**config.mk**
```make
export PLATFORM = sky130hd
export DESIGN_NAME = tictactoe_ctrl
export DESIGN_NICKNAME = d
export VERILOG_FILES = /design/src/rtl/tictactoe_pkg.sv /design/src/rtl/tictactoe.sv /design/src/rtl/tictactoe_ctrl.sv
export SDC_FILE = /design/constraint.sdc
export NUM_CORES = 1
export LEC_CHECK = 0
export ABC_AREA = 1
export BUFFER_PORTS_ARGS = -buffer_cell sky130_fd_sc_hd__buf_2
export CORE_ASPECT_RATIO = 0.9
export CORE_MARGIN = 2
export CORE_UTILIZATION = 50
export DETAILED_ROUTE_END_ITERATION = 10
export PLACE_DENSITY = 0.69
export SLEW_MARGIN = 10
export SYNTH_ARGS = -nofsm -noshare
export SYNTH_HDL_FRONTEND = slang
export SYNTH_HIERARCHICAL = 1
export SYNTH_SLANG_ARGS = --single-unit
```
**constraint.sdc**
```tcl
create_clock -name clk -period 1.9 [get_ports clk]
set_input_delay 0.285 -clock clk [delete_from_list [all_inputs] [get_ports clk]]
set_output_delay 0.285 -clock clk [all_outputs]
set_load 0.01 [all_outputs]
```
**src/rtl/tictactoe_pkg.sv**
```systemverilog
// rtl/tictactoe_pkg.sv - shared types and helpers for the tic-tac-toe game sequencer
package tictactoe_pkg;

   localparam int NUM_CELLS = 9;

   typedef logic [3:0] cell_t;

   typedef enum logic [1:0] {
      IDLE  = 2'd0,
      TURN  = 2'd1,
      CHECK = 2'd2,
      DONE  = 2'd3
   } state_e;

   typedef enum logic [1:0] {
      RES_NONE = 2'b00,
      RES_X    = 2'b01,
      RES_O    = 2'b10,
      RES_DRAW = 2'b11
   } result_e;

   // One-hot board mask for a cell index; out-of-range indices give an empty mask
   function automatic logic [NUM_CELLS-1:0] cell_mask(input cell_t c);
      logic [NUM_CELLS-1:0] m;
      m = '0;
      if (c < cell_t'(NUM_CELLS)) begin
         m[c] = 1'b1;
      end
      return m;
   endfunction

endpackage

```
**src/rtl/tictactoe.sv**
```systemverilog
// rtl/tictactoe.sv - combinational board checker: win, full and inconsistency detection
module tictactoe (
   input  logic [8:0] x,
   input  logic [8:0] o,
   output logic       error,
   output logic       full,
   output logic       winX,
   output logic       winO,
   output logic       noWin
);

   // Any of the eight lines (three rows, three columns, two diagonals) fully occupied
   function automatic logic has_line(input logic [8:0] b);
      return (&b[2:0]) | (&b[5:3]) | (&b[8:6]) |
             (b[0] & b[3] & b[6]) | (b[1] & b[4] & b[7]) | (b[2] & b[5] & b[8]) |
             (b[0] & b[4] & b[8]) | (b[2] & b[4] & b[6]);
   endfunction

   assign winX  = has_line(x);
   assign winO  = has_line(o);
   assign noWin = ~winX & ~winO;
   assign full  = &(x | o);
   // A cell owned by both players, or both players winning, can only come from a corrupted board
   assign error = (|(x & o)) | (winX & winO);

endmodule

```
**src/rtl/tictactoe_ctrl.sv**
```systemverilog
// rtl/tictactoe_ctrl.sv - game sequencer: board registers, turn handshake, result and timeout
module tictactoe_ctrl
   import tictactoe_pkg::*;
#(
   parameter bit          X_FIRST      = 1'b1,
   parameter int unsigned TURN_TIMEOUT = 0,
   parameter int unsigned TO_W         = 16
) (
   input  logic       clk,
   input  logic       rst_n,
   input  logic       start,
   input  logic       move_valid,
   input  logic       move_player,
   input  logic [3:0] move_cell,
   output logic       move_ready,
   output logic       illegal_move,
   output logic [8:0] board_x,
   output logic [8:0] board_o,
   output logic       turn_o,
   output logic [3:0] move_count,
   output logic       busy,
   output logic       done,
   output logic [1:0] result,
   output logic       fault
);

   state_e          state_q;
   logic [8:0]      board_x_q;
   logic [8:0]      board_o_q;
   logic            turn_q;
   logic [3:0]      count_q;
   result_e         result_q;
   logic            fault_q;
   logic            illegal_q;
   logic [TO_W-1:0] timer_q;

   logic            chk_err;
   logic            chk_full;
   logic            chk_winx;
   logic            chk_wino;
   logic            chk_nowin;

   logic [8:0]      move_mask;
   logic            handshake;
   logic            legal;
   logic            timeout_hit;

   // Checker always evaluates the registered boards; only CHECK acts on its verdict
   tictactoe u_checker (
      .x     (board_x_q),
      .o     (board_o_q),
      .error (chk_err),
      .full  (chk_full),
      .winX  (chk_winx),
      .winO  (chk_wino),
      .noWin (chk_nowin)
   );

   assign move_mask   = cell_mask(cell_t'(move_cell));
   assign handshake   = move_valid && (state_q == TURN);
   assign legal       = (move_player == turn_q) &&
                        (move_cell < cell_t'(NUM_CELLS)) &&
                        ((move_mask & (board_x_q | board_o_q)) == '0);
   assign timeout_hit = (TURN_TIMEOUT != 0) && (timer_q == TO_W'(TURN_TIMEOUT - 1));

   // Game FSM: owns boards, turn, move counter, turn timer and all result flags
   always_ff @(posedge clk or negedge rst_n) begin
      if (!rst_n) begin
         state_q   <= IDLE;
         board_x_q <= '0;
         board_o_q <= '0;
         turn_q    <= 1'b0;
         count_q   <= '0;
         result_q  <= RES_NONE;
         fault_q   <= 1'b0;
         illegal_q <= 1'b0;
         timer_q   <= '0;
      end else begin
         illegal_q <= 1'b0;
         case (state_q)
            IDLE, DONE: begin
               if (start) begin
                  board_x_q <= '0;
                  board_o_q <= '0;
                  count_q   <= '0;
                  result_q  <= RES_NONE;
                  fault_q   <= 1'b0;
                  turn_q    <= ~X_FIRST;
                  timer_q   <= '0;
                  state_q   <= TURN;
               end
            end
            TURN: begin
               if (handshake && legal) begin
                  // A legal move on the timeout edge still counts
                  if (turn_q) begin
                     board_o_q <= board_o_q | move_mask;
                  end else begin
                     board_x_q <= board_x_q | move_mask;
                  end
                  count_q <= count_q + 4'd1;
                  state_q <= CHECK;
               end else begin
                  if (handshake) begin
                     illegal_q <= 1'b1;
                  end
                  if (timeout_hit) begin
                     // The player who ran out of time forfeits to the opponent
                     result_q <= turn_q ? RES_X : RES_O;
                     state_q  <= DONE;
                  end else if (TURN_TIMEOUT != 0) begin
                     timer_q <= timer_q + 1'b1;
                  end
               end
            end
            CHECK: begin
               if (chk_err) begin
                  fault_q  <= 1'b1;
                  result_q <= RES_NONE;
                  state_q  <= DONE;
               end else if (!chk_nowin) begin
                  result_q <= chk_winx ? RES_X : RES_O;
                  state_q  <= DONE;
               end else if (chk_full) begin
                  result_q <= RES_DRAW;
                  state_q  <= DONE;
               end else begin
                  turn_q  <= ~turn_q;
                  timer_q <= '0;
                  state_q <= TURN;
               end
            end
            default: state_q <= IDLE;
         endcase
      end
   end

   assign move_ready   = (state_q == TURN);
   assign busy         = (state_q == TURN) || (state_q == CHECK);
   assign done         = (state_q == DONE);
   assign illegal_move = illegal_q;
   assign board_x      = board_x_q;
   assign board_o      = board_o_q;
   assign turn_o       = turn_q;
   assign move_count   = count_q;
   assign result       = result_q;
   assign fault        = fault_q;

endmodule

```
==> impl_metrics.ini <==
[placement]
dp_hpwl_um = 3780
dpl.cell_count = 390
portBuffers = 38
dpl_cell_area_um2 = 2240
gp_congestion = 0.927
pre_cts_ws_ns = 0.0684

[clock_network]
clock_path_buffers = 2
clkSinkCount = 29
ctsHoldBuffers = 0
clk_latency_ns = 0.28
cts_buffers = 5
cts-root-buf = clkbuf_8
htreeDepth = 2
cts.clk_slew.worst_paths_ns = 0.06
cts_tree = yes

[sta]
slew_violations = 0
hold_slack_ns = 0.0395
setup_slack_ns = 0.119
min_period_ns = 1.78
max_slew_margin_pct = 54.9
post-route-period-util_pct = 93.7
rsz0062_at_grt = no
fin_tns_setup_ns = 0
fmax_mhz = 562
skew_ns = 0.00573
tightestPinTransition_ns = 0.677
finalSetupViolations = 0
hold_violations = 0

[global_routing]
grt_pass1_vias = 1844
gr-total-overflow = 0
grt_max_degree = 30
grt_usage_pct = 24.3
antenna_found_initial = 0
grt_pass1_wl_um = 8650

[logic_synthesis]
synth.avg_cell_area_um2 = 6.49
syn_area_um2 = 1980
synthCells = 305
yosysWarnings = 6
ys_seq_area_share_pct = 36.6
synthDistinctLibCells = 23
synth_nets = 319
synth_seq_cells = 29

[power_and_ir_drop]
p_sw_mw = 1.98
power_frac_comb_pct = 54.0
sw_frac_of_total_pct = 50.5
power_frac_seq_pct = 33.0
power_density_nw_per_um2 = 1630
power.internal_mw = 1.94
ir_drop_mv = 0.803
power_leakage_nw = 1.39
clock_power_share_pct = 13.0
totalPowerFinal_mw = 3.91

[cells_and_area]
final_area_um2 = 2390
drive_gt1_share_pct = 20.1
final_cells = 400
syn_to_final_growth_pct = 20.8
fill_cells = 360
fin_util_pct = 63.7
nNetsFinal = 368
antenna_cells = 0

[status]
status = finished clean

[detailed_routing]
vias_per_cell = 5.21
drt_iter0_drc = 132
drc_errors = 0
detail_route.wl_per_cell_um = 13.1
vias = 2082
drt-total-wl_um = 5230
antenna_left = 0
first_pass_iters = 4

[critical_path]
crit_start = state_q[1]$_DFFE_PN0P_
reg2reg_slack_ns = 0.12
cp_data_required_time_ns = 2.11
r2r-end = board_x[4]$_DFFE_PN0P_
rr_startpoint = state_q[1]$_DFFE_PN0P_
worst_ep_arrival_time_ns = 1.99
critPathCaptureType = flop
crit_type = flop to flop
reg2regPathDepth = 7
cp_max_fo = 9
crit_path_end = board_x[4]$_DFFE_PN0P_
startpoint_type = flop

[floorplanning]
dieArea_um2 = 4480
row_count = 21
die_w_um = 70.3
coreArea_um2 = 3760
die_y_um = 63.7
initial_utilization_pct = 52.7
ios = 39

[run]
maxCapViolations = 0

[min_path]
min_path_type = input pin to asynchronous set/reset pin
[worst min path at each step]
stage / cells past startpoint / to / from
CTS: 1 / board_x[7]$_DFFE_PN0P_ / rst_n
global route: 1 / state_q[1]$_DFFE_PN0P_ / rst_n
floorplan: 0 / board_o[0]$_DFFE_PN0P_ / rst_n
finish: 1 / result[0]$_DFFE_PN0P_ / rst_n
detailed placement: 1 / result[0]$_DFFE_PN0P_ / rst_n
global placement: 1 / result[0]$_DFFE_PN0P_ / rst_n
[logic make-up (layout without fill, tap and decap cells)]
| group | after synthesis | count (layout) | share of synthesized area [%] |
|---|---|---|---|
| AND/OR/NAND/NOR | 183 | 183 | 38.5 |
| buffers and inverters | 45 | 94 | 9.41 |
| AO/OA/AOI/OAI | 40 | 40 | 11.0 |
| flip-flops | 29 | 29 | 36.6 |
| adder cells (fa/ha/maj) | 5 | 5 | 3.16 |
| XOR/XNOR | 3 | 3 | 1.33 |
[flip-flops by register name (all words and copies together) (netlist names)]
| register | cells |
|---|---|
| board_o | 9 |
| board_x | 9 |
| move_count | 4 |
| result | 2 |
| state_q | 2 |
| fault | 1 |
| illegal_move | 1 |
| turn_o | 1 |
[cell usage in the layout, fill, tap and decap left out, types with 3 or more instances in the layout]
cell type	count
a21oi_1	25
buf_2	39
buf_4	7
clkbuf_8	6
dfrtp_1	27
ha_1	4
inv_1	35
inv_2	4
nand2_1	119
nand2_4	4
nand3_1	37
nor2_1	15
nor2_2	3
o21ai_0	6
o21ai_1	4
o22a_1	4
[worst max-delay path, cell delays in order, from the launching register on]
cell,delay (ns)
dfrtp_1,0.43
inv_1,0.12
ha_1,0.33
nor2_1,0.13
a21oi_1,0.28
buf_4,0.24
nand3_1,0.11
nand2_1,0.07
[layout make-up]
type	count	area, µm²	area share, %
Multi-Input combinational cell	231	1100	46.2
Sequential cell	29	728	30.4
Timing Repair Buffer	48	270	11.3
Inverter	39	146	6.12
Clock buffer	7	86.3	3.61
Tap cell	46	57.6	2.40
[cells in the mapped netlist, drive strengths merged]
master / n / area (µm²)
ha: 5 / 62.6
xor2: 1 / 8.76
nor2: 18 / 75.1
o21bai: 1 / 7.51
o22a: 4 / 35.0
xnor2: 2 / 17.5
nand4: 2 / 12.5
a21oi: 25 / 125
inv: 39 / 146
buf: 3 / 27.5
nand2: 125 / 484
o21ai: 10 / 50.0
dfrtp: 29 / 726
nor3: 1 / 5.00
clkbuf: 3 / 12.5
nand3: 37 / 185
[metal layers]
metal  wire [µm]  track usage, %  up-vias
met5           0               0        -
met4          41            5.05        0
met3         298            4.16        8
met2        2330            37.4       66
met1        2560            35.7      940
li1            -               -     1068
[power by group through the flow]
stage,Sequential [mW],Combinational (mW),Clock [mW]
after floorplan,1.27,1.19,0
after global placement,1.29,1.91,0
after detailed placement,1.29,1.91,0
after CTS,1.28,1.92,0.519
after global routing,1.34,2.35,0.550
final,1.29,2.11,0.509
[timing repair]
action	in CTS	in global routing
hold endpoints to repair	0	0
setup buffers	0	2
endpoints found under the setup margin	0	27
gates resized for setup	0	13
(Power assumes the default switching activity.)
